--- config.mk ---
export PLATFORM = sky130hd
export DESIGN_NAME = frog_move_controller
export DESIGN_NICKNAME = d
export VERILOG_FILES = /design/src/rtl/frog_move_controller.sv
export SDC_FILE = /design/constraint.sdc
export NUM_CORES = 1
export LEC_CHECK = 0
export ABC_AREA = 1
export BUFFER_PORTS_ARGS = -buffer_cell sky130_fd_sc_hd__buf_2
export CAP_MARGIN = 10
export CORE_UTILIZATION = 55
export CTS_CLUSTER_SIZE = 30
export DETAILED_ROUTE_END_ITERATION = 16
export PLACE_DENSITY = 0.8
export RECOVER_POWER = 100
export SLEW_MARGIN = 20
export SYNTH_ARGS = -nofsm -noshare
export SYNTH_HDL_FRONTEND = slang
export SYNTH_SLANG_ARGS = --single-unit
--- constraint.sdc ---
create_clock -name i_Clk -period 5.2 [get_ports i_Clk]
set_input_delay 1.04 -clock i_Clk [delete_from_list [all_inputs] [get_ports i_Clk]]
set_output_delay 1.04 -clock i_Clk [all_outputs]
set_load 0.01 [all_outputs]
--- src/rtl/frog_move_controller.sv ---
// -----------------------------------------------------------------------------
// frog_move_controller
//
// Tile-grid movement controller for the Frogger player sprite. Four debounced
// direction levels are turned into one hop per press, with hold-to-repeat after
// an initial delay. Hops off the grid are refused and reported. Landing on
// row 0 reports a goal. A respawn pulse returns the frog to the start tile.
//
// Ports
//   i_Clk          system clock
//   i_Reset        synchronous, active-high reset
//   i_Enable       1 = movement allowed (game running)
//   i_Respawn      1-cycle pulse: return to the start tile
//   i_Up/Down/Left/Right  debounced direction levels
//   o_Col, o_Row   current tile
//   o_X_Position   o_Col * TILE_SIZE (registered)
//   o_Y_Position   o_Row * TILE_SIZE (registered)
//   o_Move_Pulse   1-cycle pulse per completed hop
//   o_Blocked      1-cycle pulse when a hop is refused at the grid edge
//   o_Goal         1-cycle pulse, with o_Move_Pulse, when a hop lands on row 0
//   o_Fsm_State    debug view of the repeat FSM (0 idle, 1 delay, 2 repeat)
//
// Handshake note: there is no valid/ready traffic here. Direction inputs are
// plain levels, and a hop is requested by the level's rising edge. Every
// output is a registered level or a single-cycle pulse.
// -----------------------------------------------------------------------------
module frog_move_controller #(
    parameter int TILE_SIZE    = 16,
    parameter int GRID_COLS    = 20,
    parameter int GRID_ROWS    = 15,
    parameter int START_COL    = 10,
    parameter int START_ROW    = 12,
    parameter int REPEAT_DELAY = 6000000,
    parameter int REPEAT_RATE  = 3000000,
    parameter int COORD_W      = 9,
    localparam int COL_W = (GRID_COLS > 1) ? $clog2(GRID_COLS) : 1,
    localparam int ROW_W = (GRID_ROWS > 1) ? $clog2(GRID_ROWS) : 1
) (
    input  logic               i_Clk,
    input  logic               i_Reset,
    input  logic               i_Enable,
    input  logic               i_Respawn,
    input  logic               i_Up,
    input  logic               i_Down,
    input  logic               i_Left,
    input  logic               i_Right,
    output logic [COL_W-1:0]   o_Col,
    output logic [ROW_W-1:0]   o_Row,
    output logic [COORD_W-1:0] o_X_Position,
    output logic [COORD_W-1:0] o_Y_Position,
    output logic               o_Move_Pulse,
    output logic               o_Blocked,
    output logic               o_Goal,
    output logic [1:0]         o_Fsm_State
);

    localparam int CNT_MAX = (REPEAT_DELAY > REPEAT_RATE) ? REPEAT_DELAY : REPEAT_RATE;
    localparam int CNT_W   = (CNT_MAX > 1) ? $clog2(CNT_MAX) : 1;

    localparam logic [CNT_W-1:0]   DELAY_LOAD = CNT_W'(REPEAT_DELAY - 1);
    localparam logic [CNT_W-1:0]   RATE_LOAD  = CNT_W'(REPEAT_RATE - 1);
    localparam logic [CNT_W-1:0]   CNT_ONE    = CNT_W'(1);
    localparam logic [COL_W-1:0]   COL_ONE    = COL_W'(1);
    localparam logic [ROW_W-1:0]   ROW_ONE    = ROW_W'(1);
    localparam logic [COL_W-1:0]   COL_LAST   = COL_W'(GRID_COLS - 1);
    localparam logic [ROW_W-1:0]   ROW_LAST   = ROW_W'(GRID_ROWS - 1);
    localparam logic [COL_W-1:0]   START_C    = COL_W'(START_COL);
    localparam logic [ROW_W-1:0]   START_R    = ROW_W'(START_ROW);
    localparam logic [COORD_W-1:0] START_X    = COORD_W'(START_COL * TILE_SIZE);
    localparam logic [COORD_W-1:0] START_Y    = COORD_W'(START_ROW * TILE_SIZE);

    localparam logic [1:0] ST_IDLE   = 2'd0;
    localparam logic [1:0] ST_DELAY  = 2'd1;
    localparam logic [1:0] ST_REPEAT = 2'd2;

    localparam logic [1:0] DIR_UP    = 2'd0;
    localparam logic [1:0] DIR_DOWN  = 2'd1;
    localparam logic [1:0] DIR_LEFT  = 2'd2;
    localparam logic [1:0] DIR_RIGHT = 2'd3;

    logic [1:0]       state, state_n;
    logic [1:0]       dir, dir_n;
    logic [CNT_W-1:0] cnt, cnt_n;
    logic [3:0]       key_hist;

    logic [3:0]       keys;
    logic [3:0]       rise;
    logic [1:0]       new_dir;
    logic             latched_held;
    logic             do_hop;
    logic [1:0]       hop_dir;
    logic [COL_W-1:0] dest_col;
    logic [ROW_W-1:0] dest_row;
    logic             edge_block;

    // Bit order {up, down, left, right}: bit 3 has the highest priority.
    assign keys = {i_Up, i_Down, i_Left, i_Right};
    assign rise = keys & ~key_hist;

    always_comb begin
        new_dir = DIR_RIGHT;
        if (rise[3])      new_dir = DIR_UP;
        else if (rise[2]) new_dir = DIR_DOWN;
        else if (rise[1]) new_dir = DIR_LEFT;
    end

    always_comb begin
        case (dir)
            DIR_UP:   latched_held = keys[3];
            DIR_DOWN: latched_held = keys[2];
            DIR_LEFT: latched_held = keys[1];
            default:  latched_held = keys[0];
        endcase
    end

    // Repeat FSM. A fresh edge always wins. The latched key cannot produce an
    // edge while it is held, so any edge seen in DELAY/REPEAT comes from a
    // different key and overrides the current repeat.
    always_comb begin
        state_n = state;
        dir_n   = dir;
        cnt_n   = cnt;
        do_hop  = 1'b0;
        hop_dir = dir;
        if (!i_Enable) begin
            state_n = ST_IDLE;
            cnt_n   = '0;
        end else if (|rise) begin
            do_hop  = 1'b1;
            hop_dir = new_dir;
            dir_n   = new_dir;
            cnt_n   = DELAY_LOAD;
            state_n = ST_DELAY;
        end else begin
            case (state)
                ST_DELAY, ST_REPEAT: begin
                    if (!latched_held) begin
                        state_n = ST_IDLE;
                        cnt_n   = '0;
                    end else if (cnt == '0) begin
                        do_hop  = 1'b1;
                        cnt_n   = RATE_LOAD;
                        state_n = ST_REPEAT;
                    end else begin
                        cnt_n = cnt - CNT_ONE;
                    end
                end
                default: begin
                    state_n = ST_IDLE;
                end
            endcase
        end
    end

    // Destination tile for the hop direction. Off-grid hops keep the current tile.
    always_comb begin
        dest_col   = o_Col;
        dest_row   = o_Row;
        edge_block = 1'b0;
        case (hop_dir)
            DIR_UP: begin
                if (o_Row == '0) edge_block = 1'b1;
                else             dest_row   = o_Row - ROW_ONE;
            end
            DIR_DOWN: begin
                if (o_Row == ROW_LAST) edge_block = 1'b1;
                else                   dest_row   = o_Row + ROW_ONE;
            end
            DIR_LEFT: begin
                if (o_Col == '0) edge_block = 1'b1;
                else             dest_col   = o_Col - COL_ONE;
            end
            default: begin
                if (o_Col == COL_LAST) edge_block = 1'b1;
                else                   dest_col   = o_Col + COL_ONE;
            end
        endcase
    end

    always_ff @(posedge i_Clk) begin
        if (i_Reset) begin
            o_Col        <= START_C;
            o_Row        <= START_R;
            o_X_Position <= START_X;
            o_Y_Position <= START_Y;
            o_Move_Pulse <= 1'b0;
            o_Blocked    <= 1'b0;
            o_Goal       <= 1'b0;
            state        <= ST_IDLE;
            dir          <= DIR_UP;
            cnt          <= '0;
            key_hist     <= '0;
        end else begin
            // History tracks the keys even while disabled or respawning, so a
            // key held across those events does not produce a late hop.
            key_hist     <= keys;
            o_Move_Pulse <= 1'b0;
            o_Blocked    <= 1'b0;
            o_Goal       <= 1'b0;
            if (i_Respawn) begin
                o_Col        <= START_C;
                o_Row        <= START_R;
                o_X_Position <= START_X;
                o_Y_Position <= START_Y;
                state        <= ST_IDLE;
                cnt          <= '0;
            end else begin
                state <= state_n;
                dir   <= dir_n;
                cnt   <= cnt_n;
                if (do_hop) begin
                    if (edge_block) begin
                        o_Blocked <= 1'b1;
                    end else begin
                        o_Col        <= dest_col;
                        o_Row        <= dest_row;
                        o_X_Position <= COORD_W'(32'(dest_col) * TILE_SIZE);
                        o_Y_Position <= COORD_W'(32'(dest_row) * TILE_SIZE);
                        o_Move_Pulse <= 1'b1;
                        o_Goal       <= (dest_row == '0);
                    end
                end
            end
        end
    end

    assign o_Fsm_State = state;

endmodule

Word-level counts from Yosys, hierarchy flattened
Index checks and enable logic that the tools add are counted.

storage, ports and cells
  bits of input ports = 8
  output and inout port bits = 32
  logic and storage cells = 85
  register bits after elaboration = 43

operators by class
  $add $sub $neg = 5
  bitwise logic cells = 8
  eq/ne operators = 11
  multiplexer cells = 32
  reductions and logical operators = 18

operator list
  kind                                                 count
  2-to-1 mux 23 bit                                    4
  logical NOT 23 bit                                   1
  subtractor 23 x 1 -> 23 bit (second input constant)  1
  2-to-1 mux 1 bit                                     16
  2-to-1 mux 5 bit                                     2
  case mux 5 bit (2 select lines)                      1
  OR reduction 9 bit                                   1
  logical NOT 4 bit                                    2
  2-to-1 mux 2 bit                                     4
  2-to-1 mux 4 bit                                     2
  case mux 4 bit (2 select lines)                      1
  OR reduction 4 bit                                   2
  OR reduction 7 bit                                   1
  == test 2 x 1 -> 1 bit (second input constant)       3
  == test 2 bit (second input constant)                3
  NOT 1 bit                                            6
  case mux 1 bit (3 select lines)                      2
  OR reduction 2 bit                                   3
  OR reduction 3 bit                                   2
  adder 5 x 1 -> 5 bit (second input constant)         1
  == test 5 bit (second input constant)                1
  logical NOT 5 bit                                    1
  AND reduction 5 bit                                  1
  subtractor 5 x 1 -> 5 bit (second input constant)    1
  11 further kinds                                     12

Depth between registers and ports, before layout
  depth in word-level cells = 11
  mapped depth = 22
  mapped depth without buffers = 21

Least setup slack after synthesis
Ideal clock, no wire load.

  path type = input-to-reg
  from = in i_Down
  to = reg o_X_Position[8]
  data required time = 5087 ps
  cell stages on the path = 19
  arrival = 2788 ps
  library setup time = 113 ps
  setup slack = 2299 ps
  buffers on the path = 1
  cells stage by stage = nand2_1 -> nand2_1 -> inv_1 -> nand2_4 -> nand2_1 -> nand2_1 -> nand2_1 -> buf_6 -> nand2_1 -> inv_1 -> ha_1 -> inv_1 -> o21bai_1 -> a31oi_1 -> nand3_1 -> nand2_1 -> nand3_1 -> nor2_1 -> nor2_1

on the way
  cells in the longest elaborated chain, start to end = 9
  elaborated cells on any way between the ends = 22
  classes of those cells = 4 x eq/ne; 11 x mux; 3 x bitwise; 4 x reduce/logical

RTL lines
  item                                                                          line  source
  start, declared                                                               44    input logic i_Down,
  bitwise AND 4 bit                                                             98    assign rise = keys & ~key_hist;
  2-to-1 mux 2 bit                                                              103   else if (rise[2]) new_dir = DIR_DOWN;
  2-to-1 mux 2 bit                                                              102   if (rise[3]) new_dir = DIR_UP;
  2-to-1 mux 2 bit                                                              --
  2-to-1 mux 2 bit                                                              125   if (!i_Enable) begin
  == test 2 bit, or another cell as far along                                   160   case (hop_dir)
  case mux 1 bit (3 select lines) / OR reduction 2 bit (equally long branches)  --
  NOT 1 bit (no line)                                                           --
  AND reduction 5 bit (no line)                                                 --
  end signal, assigned                                                          217   o_X_Position <= COORD_W'(32'(dest_col) * TILE_SIZE);
  end, declared                                                                 49    output logic [COORD_W-1:0] o_X_Position,

Several ways; a longest one is shown, not always the timed one.
A chain may end at the register's enable or synchronous reset.

Final worst setup path
  from = in i_Reset
  to = reg cnt[18]

on the way
  cells in the longest elaborated chain, start to end = 1

RTL lines
  item                          line  source
  start, declared               40    input logic i_Reset,
  OR reduction 7 bit (no line)  --
  end signal, assigned          210   cnt <= cnt_n;
  end, declared                 83    logic [CNT_W-1:0] cnt, cnt_n;

Every way passes these cells.

==> impl_metrics.py <==
metrics = {
    "run_status": {
        "run_status": "finished clean",
    },
    "cells_and_area": {
        "fin_nets": 468,
        "final_cell_mix": "nand2_1, inv_1, dfxtp_1, nand3_1, nor2_1",
        "drive_gt1_share_pct": 6.62,
        "multiInputGateArea_mm2": 0.00158,
        "seqCellArea_um2": 861,
        "design_area_mm2": 0.00306,
        "final_common_cell": "nand2_1",
        "area_delta_synth_final_pct": 5.62,
        "diodes": 0,
        "n_fill_cell": 499,
    },
    "placement": {
        "io_buffers": 30,
        "placed_cell_area_mm2": 0.00300,
        "pre_cts_ws_ps": 1830,
        "dpl.hpwl_mm": 4.69,
        "routabilityCongestion": 0.866,
    },
    "detailed_routing": {
        "via_per_inst": 5.11,
        "dr.pass1.iters": 4,
        "num_vias": 2672,
        "routed_wl_mm": 6.18,
        "drtIter0Drc": 115,
        "drc": 0,
        "ant_nets": 0,
        "wl_per_cell_um": 11.8,
    },
    "yosys": {
        "ys_warn_count": 0,
        "ys_seq_elements": 43,
        "synth-xor-area-share_pct": 6.01,
        "synth_top_area_cell": "dfxtp_1",
        "yosys.area_share.simple_pct": 33.4,
        "synth_compound_area_share_pct": 11.4,
        "synth_cell_types": 38,
        "synth_top_family_by_area": "simple AND/OR/NAND/NOR gates",
        "syn_inst": 429,
        "synth_mux_area_share_pct": 0,
        "netlist_area_mm2": 0.00289,
        "yosys.area_share.adder_pct": 3.72,
        "synth_area_leaders": "dfxtp_1, nand2_1, inv_1, nand3_1, buf_4",
        "synth-seq-area-share_pct": 29.7,
        "avgSynthCellArea_um2": 6.75,
        "synth_top_area_share_pct": 29.7,
    },
    "hold_path": {
        "min_from": "cnt[22]$_SDFFE_PP0P_",
        "min_path_cells": 2,
        "hold_path_class": "reg -> reg",
        "hold_end": "cnt[22]$_SDFFE_PP0P_",
    },
    "clock_network": {
        "cts_resized": 0,
        "cts-htree-levels": 2,
        "cts_buffers": 5,
        "cts_tree": "built",
        "postCtsHoldBufs": 0,
        "worst_skew_pair.late_latency_ps": 300,
        "ctsLongestPathBuffers": 2,
        "cts.sinks": 43,
        "cts.reportedPaths.clkPinSlew_ps": 90,
        "post_cts_buffers": 0,
        "root_buffer": "clkbuf_8",
    },
    "critical_path": {
        "arrival_ps": 3560,
        "cp-start-kind": "input port",
        "critPathMaxStageDelay_ps": 530,
        "worstPathMaxFanout": 10,
        "slowest_stage": "nor2_1",
        "rrSetupSlack_ps": 2430,
        "r2r_start": "key_hist[2]$_SDFF_PP0_",
        "path_delay_family": "simple AND/OR/NAND/NOR gates",
        "required_ps": 5420,
        "cp-end-kind": "register",
        "r2r_end": "o_X_Position[8]$_SDFFE_PP0P_",
        "worstRegToRegCells": 19,
        "crit_buf_inv": 4,
        "worstSetupPathType": "in -> reg",
        "crit_chain": "clkbuf_1 -> nor2_1 -> inv_1 -> nor2_1 -> inv_1 -> nor2_1 -> inv_1 -> a211oi_1",
    },
    "global_routing": {
        "grt_overflow": 0,
        "antenna_found_initial": 0,
        "grt_pass1_wl_mm": 10.8,
        "first_global_vias": 2521,
        "grtUsageTotal_pct": 25.1,
        "grt_start_max_net_pins": 17,
    },
    "die": {
        "initial_utilization_pct": 57.0,
        "ios": 40,
        "die-area_mm2": 0.00556,
        "die_h_um": 74.5,
        "die_w_um": 74.5,
        "core-area_mm2": 0.00507,
        "rows": 26,
    },
    "timing": {
        "fin_skew_ps": 9.01,
        "drv_slew": 0,
        "slew_headroom_pct": 42.8,
        "layout_min_cycle_time_ps": 3340,
        "post-route-period-util_pct": 64.3,
        "hold_viol_final": 0,
        "worstMarginPinSlew_ps": 853,
        "setup_slack_ps": 1860,
        "clock.fmax_mhz": 299,
        "setup_tns_ps": 0,
        "rsz0062_at_grt": "no",
        "setup_viol": 0,
    },
    "power": {
        "powerDensity_mw_per_mm2": 265,
        "leakage_nw": 1.56,
        "irDropWorstVdd_uv": 116,
    },
    "job": {
        "maxCapViolations": 0,
    },
}
worst min-delay path, cell delays in order (launching register included):
cell and delay, ps:
dfxtp_1 320, nand3_1 70, a21oi_1 50
worst max path at each step:
stage	start	end	slack, ps	cells past startpoint
5_1_grt	i_Reset	cnt[18]$_SDFFE_PP0N_	1540	8
2_1_floorplan	i_Down	o_X_Position[8]$_SDFFE_PP0P_	2300	19
4_1_cts	i_Down	o_X_Position[8]$_SDFFE_PP0P_	2130	18
6_report	i_Reset	cnt[18]$_SDFFE_PP0N_	1860	8
3_5_place_dp	i_Down	o_X_Position[8]$_SDFFE_PP0P_	1830	19
3_3_place_gp	i_Down	o_X_Position[8]$_SDFFE_PP0P_	1990	19
power breakdown:
group,switching (W),internal (W)
logic,0.000120,0.0000617
clock network,0.000118,0.000156
registers,0.0000130,0.000341
total,0.000250,0.000559
stage by stage:
| step | power [W] | hold slack [ps] | std cells | utilization [%] |
|---|---|---|---|---|
| global placement | 0.000542 | 467 | 515 | 59.2 |
| CTS | 0.000815 | 485 | 523 | 61.5 |
| detailed placement | 0.000547 | 474 | 515 | 59.2 |
| global route | 0.000852 | 504 | 523 | 60.2 |
| finish | 0.000809 | 480 | 523 | 60.2 |
| floorplan | 0.000515 | 457 | 437 | - |
flip-flops by register name, summed over array words and instances, names as in the netlist:
signal	count
cnt	23
dir	2
key_hist	4
o_Blocked	1
o_Fsm_State	2
o_Goal	1
o_Move_Pulse	1
o_X_Position	5
o_Y_Position	4
area by class of cell:
type / count / share of cell area, %
multi-input cells: 294 / 51.7
flip-flops and latches: 43 / 28.2
inverters: 78 / 9.62
repair buffers: 30 / 3.85
well taps: 70 / 2.87
clock buffers: 6 / 2.70
clock inverters: 2 / 1.15
cell usage after synthesis, drive strengths merged:
cell    count
nand2      92
inv        77
nor2       46
dfxtp      43
nand3      43
a21oi      27
buf        19
o21ai      18
xor2       13
nand4       9
nor3        8
ha          7
xnor2       6
a31oi       3
clkbuf      3
o211ai      3
o221ai      2
o22ai       2
a211oi      1
a22oi       1
clkinv      1
conb        1
fa          1
nor4        1
o21bai      1
or2         1
per-layer routing:
layer  global-route usage [%]  vias to the layer above  routed length, um
met5                        0                        -                  0
met4                     9.64                        0                 77
met3                     5.01                        7                239
met2                     44.3                       55               3120
met1                     29.8                     1223               2750
li1                         -                     1387                  -
logic make-up (layout without fill, tap and decap cells):
logic type	Yosys count	after routing
other	1	9
adder cells (fa/ha/maj)	8	8
AO/OA/AOI/OAI	58	58
buffers and inverters	100	116
flip-flops	43	43
AND/OR/NAND/NOR	200	200
XOR/XNOR	19	19
Note: power is estimated with default switching activity, not from simulation.
